--- src/rtl/pipe_ctrl_pkg.sv ---
// Shared opcode, ALU-op and control-bundle definitions for the ID-stage controller.
package pipe_ctrl_pkg;

  localparam logic [6:0] OP_R      = 7'b0110011;
  localparam logic [6:0] OP_IMM    = 7'b0010011;
  localparam logic [6:0] OP_LOAD   = 7'b0000011;
  localparam logic [6:0] OP_STORE  = 7'b0100011;
  localparam logic [6:0] OP_BRANCH = 7'b1100011;
  localparam logic [6:0] OP_JAL    = 7'b1101111;
  localparam logic [6:0] OP_JALR   = 7'b1100111;

  localparam logic [1:0] ALU_OP_ADD    = 2'b00;
  localparam logic [1:0] ALU_OP_BRANCH = 2'b01;
  localparam logic [1:0] ALU_OP_RTYPE  = 2'b10;
  localparam logic [1:0] ALU_OP_ITYPE  = 2'b11;

  typedef struct packed {
    logic       valid;
    logic       branch;
    logic       jump;
    logic       mem_read;
    logic       mem_to_reg;
    logic       mem_write;
    logic       alu_src;
    logic       reg_write;
    logic [1:0] alu_op;
    logic [4:0] rd;
  } ctrl_bundle_t;

  localparam ctrl_bundle_t BUBBLE = '0;

  typedef enum logic {ST_RUN, ST_FLUSH} state_t;

endpackage

--- src/rtl/pipe_ctrl_unit_ctrl_decode.sv ---
// Pure combinational opcode decoder: control bundle, source-register usage, illegal flag.
module ctrl_decode
  import pipe_ctrl_pkg::*;
#(
  parameter int ENABLE_JUMP = 1
) (
  input  logic [6:0]   opcode,
  input  logic [4:0]   rd,
  output ctrl_bundle_t bundle,
  output logic         uses_rs1,
  output logic         uses_rs2,
  output logic         illegal
);

  always_comb begin
    bundle       = BUBBLE;
    bundle.valid = 1'b1;
    bundle.rd    = rd;
    uses_rs1     = 1'b0;
    uses_rs2     = 1'b0;
    illegal      = 1'b0;
    case (opcode)
      OP_R: begin
        bundle.reg_write = 1'b1;
        bundle.alu_op    = ALU_OP_RTYPE;
        uses_rs1 = 1'b1;
        uses_rs2 = 1'b1;
      end
      OP_IMM: begin
        bundle.alu_src   = 1'b1;
        bundle.reg_write = 1'b1;
        bundle.alu_op    = ALU_OP_ITYPE;
        uses_rs1 = 1'b1;
      end
      OP_LOAD: begin
        bundle.alu_src    = 1'b1;
        bundle.mem_to_reg = 1'b1;
        bundle.reg_write  = 1'b1;
        bundle.mem_read   = 1'b1;
        bundle.alu_op     = ALU_OP_ADD;
        uses_rs1 = 1'b1;
      end
      OP_STORE: begin
        bundle.alu_src   = 1'b1;
        bundle.mem_write = 1'b1;
        bundle.alu_op    = ALU_OP_ADD;
        uses_rs1 = 1'b1;
        uses_rs2 = 1'b1;
      end
      OP_BRANCH: begin
        bundle.branch = 1'b1;
        bundle.alu_op = ALU_OP_BRANCH;
        uses_rs1 = 1'b1;
        uses_rs2 = 1'b1;
      end
      OP_JAL: begin
        if (ENABLE_JUMP != 0) begin
          bundle.jump      = 1'b1;
          bundle.reg_write = 1'b1;
          bundle.alu_op    = ALU_OP_ADD;
        end else begin
          illegal = 1'b1;
        end
      end
      OP_JALR: begin
        if (ENABLE_JUMP != 0) begin
          bundle.jump      = 1'b1;
          bundle.alu_src   = 1'b1;
          bundle.reg_write = 1'b1;
          bundle.alu_op    = ALU_OP_ADD;
          uses_rs1 = 1'b1;
        end else begin
          illegal = 1'b1;
        end
      end
      default: illegal = 1'b1;
    endcase
    // An undecodable opcode must never look like a real instruction downstream.
    if (illegal) begin
      bundle   = BUBBLE;
      uses_rs1 = 1'b0;
      uses_rs2 = 1'b0;
    end
  end

endmodule

--- src/rtl/pipe_ctrl_unit.sv ---
// ID-stage decode/hazard controller: stall/flush strobes, ID/EX control register, EX clock-gate.
module pipe_ctrl_unit
  import pipe_ctrl_pkg::*;
#(
  parameter int FLUSH_DEPTH = 1,
  parameter int ENABLE_JUMP = 1,
  parameter int IDLE_CYCLES = 4
) (
  input  logic        clk,
  input  logic        rst,
  input  logic        id_valid,
  input  logic [31:0] id_instr,
  input  logic        ex_redirect,
  output logic        pc_write,
  output logic        if_id_write,
  output logic        if_id_flush,
  output logic        illegal_op,
  output logic        ex_valid,
  output logic        ex_branch,
  output logic        ex_jump,
  output logic        ex_mem_read,
  output logic        ex_mem_to_reg,
  output logic        ex_mem_write,
  output logic        ex_alu_src,
  output logic        ex_reg_write,
  output logic [1:0]  ex_alu_op,
  output logic [4:0]  ex_rd,
  output logic        ex_gate_en
);

  localparam logic [1:0] FLUSH_RELOAD = 2'(FLUSH_DEPTH - 1);
  localparam logic [3:0] IDLE_MAX     = 4'(IDLE_CYCLES);

  state_t       state, state_nxt;
  logic [1:0]   flush_cnt, flush_cnt_nxt;
  logic [3:0]   idle_cnt, idle_cnt_nxt;
  ctrl_bundle_t ex_q, ex_nxt, dec_bundle;
  logic         illegal_nxt, gate_nxt;
  logic         uses_rs1, uses_rs2, dec_illegal, hazard;
  logic         pc_write_c, if_id_write_c, if_id_flush_c;
  logic [4:0]   rs1, rs2;
  logic         unused_instr_bits;

  assign rs1 = id_instr[19:15];
  assign rs2 = id_instr[24:20];
  assign unused_instr_bits = ^{id_instr[31:25], id_instr[14:12]};

  ctrl_decode #(.ENABLE_JUMP(ENABLE_JUMP)) u_decode (
    .opcode   (id_instr[6:0]),
    .rd       (id_instr[11:7]),
    .bundle   (dec_bundle),
    .uses_rs1 (uses_rs1),
    .uses_rs2 (uses_rs2),
    .illegal  (dec_illegal)
  );

  // x0 destinations are never real producers, so they cannot create a hazard.
  assign hazard = ex_q.valid & ex_q.mem_read & (ex_q.rd != 5'd0) & id_valid &
                  ((uses_rs1 & (rs1 == ex_q.rd)) | (uses_rs2 & (rs2 == ex_q.rd)));

  always_comb begin
    state_nxt     = state;
    flush_cnt_nxt = flush_cnt;
    pc_write_c    = 1'b1;
    if_id_write_c = 1'b1;
    if_id_flush_c = 1'b0;
    ex_nxt        = BUBBLE;
    illegal_nxt   = 1'b0;
    case (state)
      ST_RUN: begin
        if (ex_redirect) begin
          if_id_flush_c = 1'b1;
          if (FLUSH_DEPTH > 1) begin
            state_nxt     = ST_FLUSH;
            flush_cnt_nxt = FLUSH_RELOAD;
          end
        end else if (hazard) begin
          pc_write_c    = 1'b0;
          if_id_write_c = 1'b0;
        end else if (id_valid) begin
          if (dec_illegal) illegal_nxt = 1'b1;
          else             ex_nxt      = dec_bundle;
        end
      end
      ST_FLUSH: begin
        if_id_flush_c = 1'b1;
        if (ex_redirect) begin
          flush_cnt_nxt = FLUSH_RELOAD;
        end else if (flush_cnt <= 2'd1) begin
          state_nxt     = ST_RUN;
          flush_cnt_nxt = 2'd0;
        end else begin
          flush_cnt_nxt = flush_cnt - 2'd1;
        end
      end
      default: begin
        state_nxt     = ST_RUN;
        flush_cnt_nxt = 2'd0;
      end
    endcase
  end

  always_comb begin
    idle_cnt_nxt = idle_cnt;
    if (ex_nxt.valid)            idle_cnt_nxt = 4'd0;
    else if (idle_cnt < IDLE_MAX) idle_cnt_nxt = idle_cnt + 4'd1;
    gate_nxt = ex_nxt.valid | (idle_cnt_nxt < IDLE_MAX);
  end

  // Fetch keeps running and nothing is flushed while the pipeline is held in reset.
  assign pc_write    = pc_write_c | rst;
  assign if_id_write = if_id_write_c | rst;
  assign if_id_flush = if_id_flush_c & ~rst;

  always_ff @(posedge clk or posedge rst) begin
    if (rst) begin
      state      <= ST_RUN;
      flush_cnt  <= 2'd0;
      idle_cnt   <= 4'd0;
      ex_q       <= BUBBLE;
      illegal_op <= 1'b0;
      ex_gate_en <= 1'b1;
    end else begin
      state      <= state_nxt;
      flush_cnt  <= flush_cnt_nxt;
      idle_cnt   <= idle_cnt_nxt;
      ex_q       <= ex_nxt;
      illegal_op <= illegal_nxt;
      ex_gate_en <= gate_nxt;
    end
  end

  assign ex_valid      = ex_q.valid;
  assign ex_branch     = ex_q.branch;
  assign ex_jump       = ex_q.jump;
  assign ex_mem_read   = ex_q.mem_read;
  assign ex_mem_to_reg = ex_q.mem_to_reg;
  assign ex_mem_write  = ex_q.mem_write;
  assign ex_alu_src    = ex_q.alu_src;
  assign ex_reg_write  = ex_q.reg_write;
  assign ex_alu_op     = ex_q.alu_op;
  assign ex_rd         = ex_q.rd;

endmodule

--- config.mk ---
export PLATFORM = sky130hd
export DESIGN_NAME = pipe_ctrl_unit
export DESIGN_NICKNAME = d
export VERILOG_FILES = /design/src/rtl/pipe_ctrl_pkg.sv /design/src/rtl/pipe_ctrl_unit_ctrl_decode.sv /design/src/rtl/pipe_ctrl_unit.sv
export SDC_FILE = /design/constraint.sdc
export NUM_CORES = 1
export LEC_CHECK = 0
export CORE_UTILIZATION = 60
export DETAILED_ROUTE_END_ITERATION = 8
export DONT_BUFFER_PORTS = 1
export PLACE_DENSITY = 0.76
export REMOVE_ABC_BUFFERS = 1
export SLEW_MARGIN = 5
export SYNTH_ARGS = -nofsm -noshare
export SYNTH_HDL_FRONTEND = slang
export SYNTH_SLANG_ARGS = --single-unit
--- constraint.sdc ---
create_clock -name clk -period 3.45 [get_ports clk]
set_input_delay 0.69 -clock clk [delete_from_list [all_inputs] [get_ports clk]]
set_output_delay 0.69 -clock clk [all_outputs]
set_load 0.005 [all_outputs]
* Word level (Yosys, flattened, before mapping) *
Index checks and enable logic that the tools add are counted.

storage, ports and cells
  memories kept = 0
  logic and storage cells = 81
  bits in read-only memories = 0
  bits in latches = 0
  output and inout port bits = 20
  memory bits (writable) = 0
  input port bits = 36
  bits in registers = 24

cells by class
  mux-type cells = 33
  div/mod/pow operators = 0
  reduce and logical (&&, ||, !) cells = 7
  shift operators = 0
  bitwise operators = 12
  magnitude comparators = 3
  $add $sub $neg = 2
  equality and inequality tests = 9
  multiply operators = 0

operators with widths
  cell                   count
  $mux W15               5
  $eq A7 B7 Y1 const B   3
  $mux W1                21
  $eq A7 B6 Y1 const B   2
  $eq A5 B5 Y1           2
  $lt A4 B3 Y1 const B   2
  $mux W4                2
  $and A1 B1 Y1          7
  $eq A7 B2 Y1 const B   1
  $eq A7 B5 Y1 const B   1
  $reduce_or A7 Y1       1
  $mux W2                3
  $pmux W2 S3            1
  $reduce_or A6 Y1       1
  $reduce_bool A5 Y1     1
  $reduce_or A5 Y1       1
  $add A4 B1 Y4 const B  1
  $reduce_or A4 Y1       1
  $or A1 B1 Y1           3
  $reduce_or A3 Y1       1
  $le A2 B1 Y1 const B   1
  $not A1 Y1             2
  $pmux W1 S2            1
  $reduce_or A2 Y1       1
  $sub A2 B1 Y2 const B  1

* Longest topological paths before layout *
Gate-level depths: netlist (run 1).

  word-level depth = 13
  depth in mapped cells = 8
  mapped depth without buffers = 5

* Cells and area by module *
A second synthesis (run 1) with hierarchy kept.

second synthesis, totals
  cells, all modules = 147
  area, all modules = 1385.1 um^2

modules (own cells, without submodules)
  module          area each (um^2)  cells each  seq. area each (um^2)  instances
  pipe_ctrl_unit  1141.1            105         601.8                  1
  ctrl_decode     244.0             42          0.0                    1

* Worst setup path before layout (run 1) *
OpenSTA, ideal clock, no wires.

  path kind = input-to-output
  from = input port id_instr[3]
  to = output port pc_write
  path slack = 520 ps
  stages = 7
  buffers on the path = 2
  data arrival time = 2240 ps
  cell sequence = nand3b_1 -> or2_1 -> or3_1 -> a21oi_4 -> buf_6 -> nand3_1 -> buf_4

on the way
  cells in the longest elaborated chain, start to end = 11
  elaborated cells on any way between the ends = 22
  classes of those cells = 7 x eq/ne; 7 x mux; 5 x bitwise; 3 x reduce/logical

RTL lines
  what                                                                   RTL line                          text
  start, declared                                                        pipe_ctrl_unit.sv:12              input logic [31:0] id_instr,
  $eq A7 B6 Y1, or another cell as far along                             pipe_ctrl_unit_ctrl_decode.sv:22  case (opcode)
  $reduce_or A6 Y1 (no source line) or $reduce_or A3 Y1 (tied branches)  -
  $mux W1, on equally long branches                                      -
  $mux W1                                                                pipe_ctrl_unit_ctrl_decode.sv:79  if (illegal) begin
  $and A1 B1 Y1                                                          pipe_ctrl_unit.sv:59              ((uses_rs1 & (rs1 == ex_q.rd)) | (uses_rs2 & (rs2 == ex_q.rd)));
  $or A1 B1 Y1 (*)                                                       pipe_ctrl_unit.sv:59
  $and A1 B1 Y1 (*)                                                      pipe_ctrl_unit.sv:58              assign hazard = ex_q.valid & ex_q.mem_read & (ex_q.rd != 5'd0) & id_valid &
  $mux W1 (*) (3 in a row)                                               -
  $or A1 B1 Y1 (*)                                                       -
  end, declared                                                          pipe_ctrl_unit.sv:14              output logic pc_write,

Every way passes the cells marked *; elsewhere a longest branch is shown, timed or not.

* Worst setup path after layout (run 1) *
  from = input port id_instr[3]
  to = output port if_id_write

on the way
  cells in the longest elaborated chain, start to end = 11
  elaborated cells on any way between the ends = 22
  classes of those cells = 7 x eq/ne; 7 x mux; 5 x bitwise; 3 x reduce/logical

RTL lines
  what                                                                   RTL line                          text
  $eq A7 B6 Y1, or another cell as far along                             pipe_ctrl_unit_ctrl_decode.sv:22
  $reduce_or A6 Y1 (no source line) or $reduce_or A3 Y1 (tied branches)  -
  $mux W1, on equally long branches                                      -
  $mux W1                                                                pipe_ctrl_unit_ctrl_decode.sv:79
  $and A1 B1 Y1                                                          pipe_ctrl_unit.sv:59
  $or A1 B1 Y1 (*)                                                       pipe_ctrl_unit.sv:59
  $and A1 B1 Y1 (*)                                                      pipe_ctrl_unit.sv:58
  $mux W1 (*)                                                            pipe_ctrl_unit.sv:77              end else if (hazard) begin
  $mux W1 (*)                                                            pipe_ctrl_unit.sv:71              if (ex_redirect) begin
  $mux W1 (*)                                                            pipe_ctrl_unit.sv:69              case (state)
  $or A1 B1 Y1 (*)                                                       pipe_ctrl_unit.sv:112             assign if_id_write = if_id_write_c | rst;
  end, declared                                                          pipe_ctrl_unit.sv:15              output logic if_id_write,

Marked as above.

==> results.yml, run 1 <==
timing:
  worst_pin_slew_ps: 453
  max_slew_margin_pct: 69.8
  hold_violations: 0
  drv_slew: 0
  setup_tns_ps: 0
  post-route-period-util_pct: 76.2
  fin_worst_skew_ps: 0.880
  setup_viol: 0
  rsz0062_at_grt: "no"
  period_minus_slack_ps: 2630
  fmax_ghz: 0.380
cells_and_area:
  fin_cells: 139
  drive_gt1_share_pct: 8.77
  fin_nets: 152
  syn2layout_area_growth_pct: 3.63
  n_antenna_cell: 0
drt:
  antenna_left: 0
  drt_first_iter_violations: 12
  drc_errors: 0
  first_pass_iters: 4
  wirelength_um: 2060
  num_vias: 821
  wire_per_inst_um: 14.8
  viasPerCell: 5.91
floorplanning:
  io_pins: 56
  row_count: 15
  die_h_um: 45.5
  die_area_um2: 2070
  core_um2: 1750
  start_util_pct: 65.1
  fp.dieW_um: 45.5
critical_path:
  cp.required_ps: 2760
  cp_data_arrival_time_ps: 1940
  ff2ff_setup_slack_ps: 1470
  worstReg2RegEnd: "ex_alu_src$_DFF_PP0_"
  ff2ff_path_depth: 5
  crit_path_start_kind: "input pin"
  critical_path_class: "input pin to output port"
  worstPathMaxFanout: 4
  r2r-start: "ex_rd[1]$_DFF_PP0_"
  endpoint_kind: "output port"
global_routing:
  grt_max_degree: 25
  antenna_found_initial: 0
  track_usage_pct: 23.8
  gr-total-overflow: 0
  grt_pass1_vias: 816
  grt_pass1_wl_um: 3550
logic_synthesis:
  netlist_instances: 112
  ys_ff_latch: 23
  synth_flop_cell: "dfrtp_1"
  seq_area_frac_synth_pct: 50.8
  synthTopCellsByArea: "dfrtp_1, xnor2_1, nor2_1, nand2_1, nor3b_1"
  synth_top_area_cell: "dfrtp_1"
  synth_cell_type_count: 36
  avgSynthCellArea_um2: 10.1
  synth_edf_count: 0
  netlist_area_um2: 1140
  synth_top_area_share_pct: 48.5
  yosysWarningCount: 0
  synthArstFlopShare_pct: 100
cts:
  cts_resized: 0
  clk_latency_ps: 300
  clockBufferDepth: 2
  cts_sinks: 23
  htreeDepth: 1
  cts_buffers: 3
  clkTransAtPathRegs_ps: 110
  tritoncts: "built"
  cts_setup_buffers: 0
  hold_buffers: 0
  cts-root-buf: "clkbuf_4"
pwr:
  p_leak_uw: 0.000502
  power_density_nw_per_um2: 441
  peakVddDrop_mv: 0.290
outcome:
  status: "finished, final reports clean"
placement:
  place_congestion: 0.818
  post-dp-hpwl_um: 1600
  dp_cells: 135
  numPortBuffers: 0
run:
  maxCapViolations: 0
hold_path:
  hold_class: "input pin to asynchronous set/reset pin"
==> worst max-delay path by stage <==
| stage | start | end | slack, ps | depth (start not counted) |
|---|---|---|---|---|
| global route | id_instr[3] | if_id_write | 750 | 5 |
| detailed placement | id_instr[3] | if_id_write | 810 | 5 |
| CTS | id_instr[3] | if_id_write | 820 | 5 |
| floorplan | id_instr[3] | if_id_write | 710 | 5 |
| global placement | id_instr[3] | if_id_write | 850 | 5 |
| finish | id_instr[3] | if_id_write | 820 | 5 |
==> registers in the layout, summed over array words and instances, names as in the netlist <==
signal	count
state	1
ex_alu_op	2
ex_valid	1
illegal_op	1
ex_alu_src	1
ex_reg_write	1
idle_cnt	4
ex_branch	1
ex_rd	5
ex_mem_read	1
flush_cnt	2
ex_mem_write	1
ex_gate_en	1
ex_jump	1
==> power breakdown <==
part           switching [µW]  internal [µW]
sequential               16.5            299
clock                    73.5           45.1
combinational            45.1           39.5
==> area by class of cell <==
cell class | count | area (µm²)
sequential | 23 | 577
multi-input combinational | 83 | 520
inverter | 2 | 7.51
tap | 25 | 31.3
fill | 152 | 568
timing repair buffer | 2 | 15.0
clock buffer | 4 | 26.3
==> cells in the final DEF (no fill, tap or decap), drive strengths merged <==
cell	synthesis	layout
nand3b	1	1
dfrtp	22	22
ha	1	1
dfstp	1	1
buf	4	2
nor4	4	4
or3	3	3
nor3	2	2
and2b	1	1
or2	2	2
inv	2	2
xor2	2	2
xnor2	9	9
nand4	2	2
nand2b	1	1
a21oi	3	3
nor2b	1	1
nor3b	5	5
and2	2	2
o32ai	1	1
or4	3	3
o2111ai	1	1
nand2	11	11
a2bb2oi	1	1
clkbuf	0	4
a22oi	1	1
o21ai	5	5
o21a	2	2
nor2	13	13
and3b	1	1
nand3	4	4
a221oi	1	1
==> metrics by stage <==
step                total power, µW  utilization [%]  hold WS [ps]  setup WS (ps)  instance area, µm²
global placement                401             65.9           466            845                1150
floorplan                       387                -           444            707                1100
finish                          519             67.5           292            821                1180
global route                    557             67.5           321            750                1180
detailed placement              405             65.9           468            814                1150
CTS                             523             67.5           294            819                1180
==> synth_stat cells (2+ instances only) <==
cell / instances
nand2_1: 11
dfrtp_1: 22
nand3_1: 4
or4_1: 2
buf_4: 2
nor4_1: 4
nor3b_1: 5
nor3_1: 2
or3_1: 3
o21ai_0: 5
xnor2_1: 9
inv_1: 2
nor2_1: 13
o21a_1: 2
a21oi_1: 2
nand4_1: 2
xor2_1: 2
and2_1: 2
==> kinds of logic after synthesis <==
family,after synthesis,share of synthesized area [%]
XOR/XNOR,11,8.48
AO/OA/AOI/OAI,15,9.58
AND/OR/NAND/NOR,56,26.7
buffers and inverters,6,3.41
flip-flops,23,50.8
adder cells (fa/ha/maj),1,1.10
==> worst max-delay path, stage by stage <==
cell and delay [ps]:
nand3b_1 200, or2_1 280, or3_1 430, a21oi_4 180, nand3_1 160
==> per-layer routing <==
layer | GRT usage (%) | share of wire (%) | vias up
met3 | 3.57 | 5.7 | 6
met5 | 0 | 0 | -
li1 | - | - | 396
met1 | 29.3 | 41 | 388
met2 | 41.7 | 51 | 31
met4 | 9.09 | 2.0 | 0
Power figures use the tool's default switching activity.
==> run 2: changes to the inputs <==
--- a/config.mk
+++ b/config.mk
@@ -5,10 +5,10 @@
 export SDC_FILE = /design/constraint.sdc
 export NUM_CORES = 1
 export LEC_CHECK = 0
-export CORE_UTILIZATION = 60
+export CORE_UTILIZATION = 54
 export DETAILED_ROUTE_END_ITERATION = 8
 export DONT_BUFFER_PORTS = 1
-export PLACE_DENSITY = 0.76
+export PLACE_DENSITY = 0.72
 export REMOVE_ABC_BUFFERS = 1
 export SLEW_MARGIN = 5
 export SYNTH_ARGS = -nofsm -noshare
==> constraint.sdc (replaced) <==
create_clock -name clk -period 2.2 [get_ports clk]
set_input_delay 0.44 -clock clk [delete_from_list [all_inputs] [get_ports clk]]
set_output_delay 0.44 -clock clk [all_outputs]
set_load 0.005 [all_outputs]
==> results.yml, run 2 (synthesized netlist as in run 1, its figures left out) <==
cells_and_area:
  drive_gt1_share_pct: 18.1
  fin_nets: 154
  n_antenna_cell: 0
  fill_cells: 183
  fin_cells: 143
  largest_reg_flops: 5
  syn2layout_area_growth_pct: 8.59
  final_common_cell: "dfrtp_1"
  final_cell_mix: "dfrtp_1, nor2_1, nand2_1"
  postLayoutCoreUtil_pct: 62.9
outcome:
  status: "finished with violations"
  violations: "setup timing"
cts:
  clockBufferDepth: 2
  clkTransAtPathRegs_ps: 120
  cts-root-buf: "clkbuf_4"
  hold_buffers: 0
  clk_latency_ps: 310
  htreeDepth: 1
  cts_buffers: 3
  cts_sinks: 23
  tritoncts: "built"
drt:
  drt_first_iter_violations: 15
  wire_per_inst_um: 14.7
  wirelength_um: 2100
  num_vias: 856
  drc_errors: 0
  first_pass_iters: 4
  antenna_left: 0
  viasPerCell: 5.99
placement:
  place_congestion: 0.843
  numPortBuffers: 0
  post-dp-hpwl_um: 1620
  dp_cells: 139
floorplanning:
  start_util_pct: 57.9
  row_count: 16
  core_um2: 1960
  die_h_um: 47.9
  die_area_um2: 2290
  io_pins: 56
  fp.dieW_um: 47.9
critical_path:
  worstPathMaxFanout: 4
  cpPeakStageDelay_ps: 540
  crit_buf_inv: 0
  ff2ff_path_depth: 5
  endpoint_kind: "output port"
  ff2ff_setup_slack_ps: 300
  cp_data_arrival_time_ps: 1770
  crit_path_start_kind: "flip-flop"
  critical_path_class: "flip-flop to output port"
  path_cells: "xor2_1, or4_4, a21oi_4, nand3_2"
  worstReg2RegEnd: "ex_alu_src$_DFF_PP0_"
  slowest_stage: "or4_4"
  crit_family: "simple AND/OR/NAND/NOR gates"
  cp_num_cells: 4
  r2r-start: "ex_rd[1]$_DFF_PP0_"
  cp.required_ps: 1760
global_routing:
  antenna_found_initial: 0
  track_usage_pct: 21.0
  grt_pass1_vias: 805
  grt_pass1_wl_um: 3290
  grt_max_degree: 24
  gr-total-overflow: 0
timing:
  max_slew_margin_pct: 67.8
  drv_slew: 0
  fin_hold_ws_ps: 86.9
  hold_violations: 0
  fin_ws_ps: -14.3
  fmax_ghz: 0.452
  period_minus_slack_ps: 2210
  setup_viol: 2
  post-route-period-util_pct: 101
  rsz0062_at_grt: "yes"
  worst_pin_slew_ps: 482
  fin_worst_skew_ps: 1.01
  setup_tns_ps: -28.6
hold_path:
  hold_class: "input pin to asynchronous set/reset pin"
run:
  maxCapViolations: 0
pwr:
  p_leak_uw: 0.000522
  peakVddDrop_mv: 0.461
  p_total_uw: 822
  power_density_nw_per_um2: 666
## run 2: cell types whose count changed in the layout (fill, tap and decap cells not counted), sizes merged
cell	delta
clkinv	+1
buf	+2
clkbuf	-1
## run 2: worst max path at each step
stage / startpoint / to / slack (ps)
2_1_floorplan: id_instr[3] / if_id_write / -40
3_3_place_gp: id_instr[3] / pc_write / 150
3_5_place_dp: id_instr[3] / pc_write / 150
4_1_cts: ex_rd[4]$_DFF_PP0_ / pc_write / -30
5_1_grt: ex_rd[0]$_DFF_PP0_ / if_id_write / -120
6_report: ex_rd[1]$_DFF_PP0_ / pc_write / -10
## run 2: timing repair
action / CTS / global route
setup buffers: 0 / 0
pin swaps: 2 / 2
endpoints found under the setup margin: 2 / 2
gates resized for setup: 3 / 5
endpoints found under the hold margin: 0 / 0
## run 2: final cells by class
cell class	count	area, µm²	share of cell area (%)
Sequential cell	23	581	47.1
Multi-Input combinational cell	83	554	44.9
Timing Repair Buffer	4	30.0	2.43
Tap cell	27	33.8	2.74
Inverter	2	7.51	0.609
Clock inverter	1	5.00	0.406
Clock buffer	3	22.5	1.83
## run 2: per-layer routing
layer / vias to the layer above / routed length, µm / GRT usage, %
li1: 403 / - / -
met1: 412 / 823 / 23.8
met2: 36 / 1080 / 33.2
met3: 5 / 160 / 6.04
met4: 0 / 40 / 15.6
met5: - / 0 / 0
## run 2: where the power goes
group	internal (µW)	leakage, µW	switching (µW)
registers	469	0.000299	26.5
logic	66.0	0.000205	70.2
clock network	67.9	0.0000177	123
## run 2: per-stage QoR
step	instance area [µm²]	setup slack (ps)
2_1_floorplan	1100	-42.8
3_3_place_gp	1170	154
3_5_place_dp	1170	145
4_1_cts	1210	-29.4
5_1_grt	1230	-121
6_report	1230	-14.3
## run 2: worst register-to-register path: stages (launching register included)
cell and delay, ps:
dfrtp_1 460, or4_1 570, o2111ai_2 260, a21oi_4 60, buf_4 200, nor4_1 270
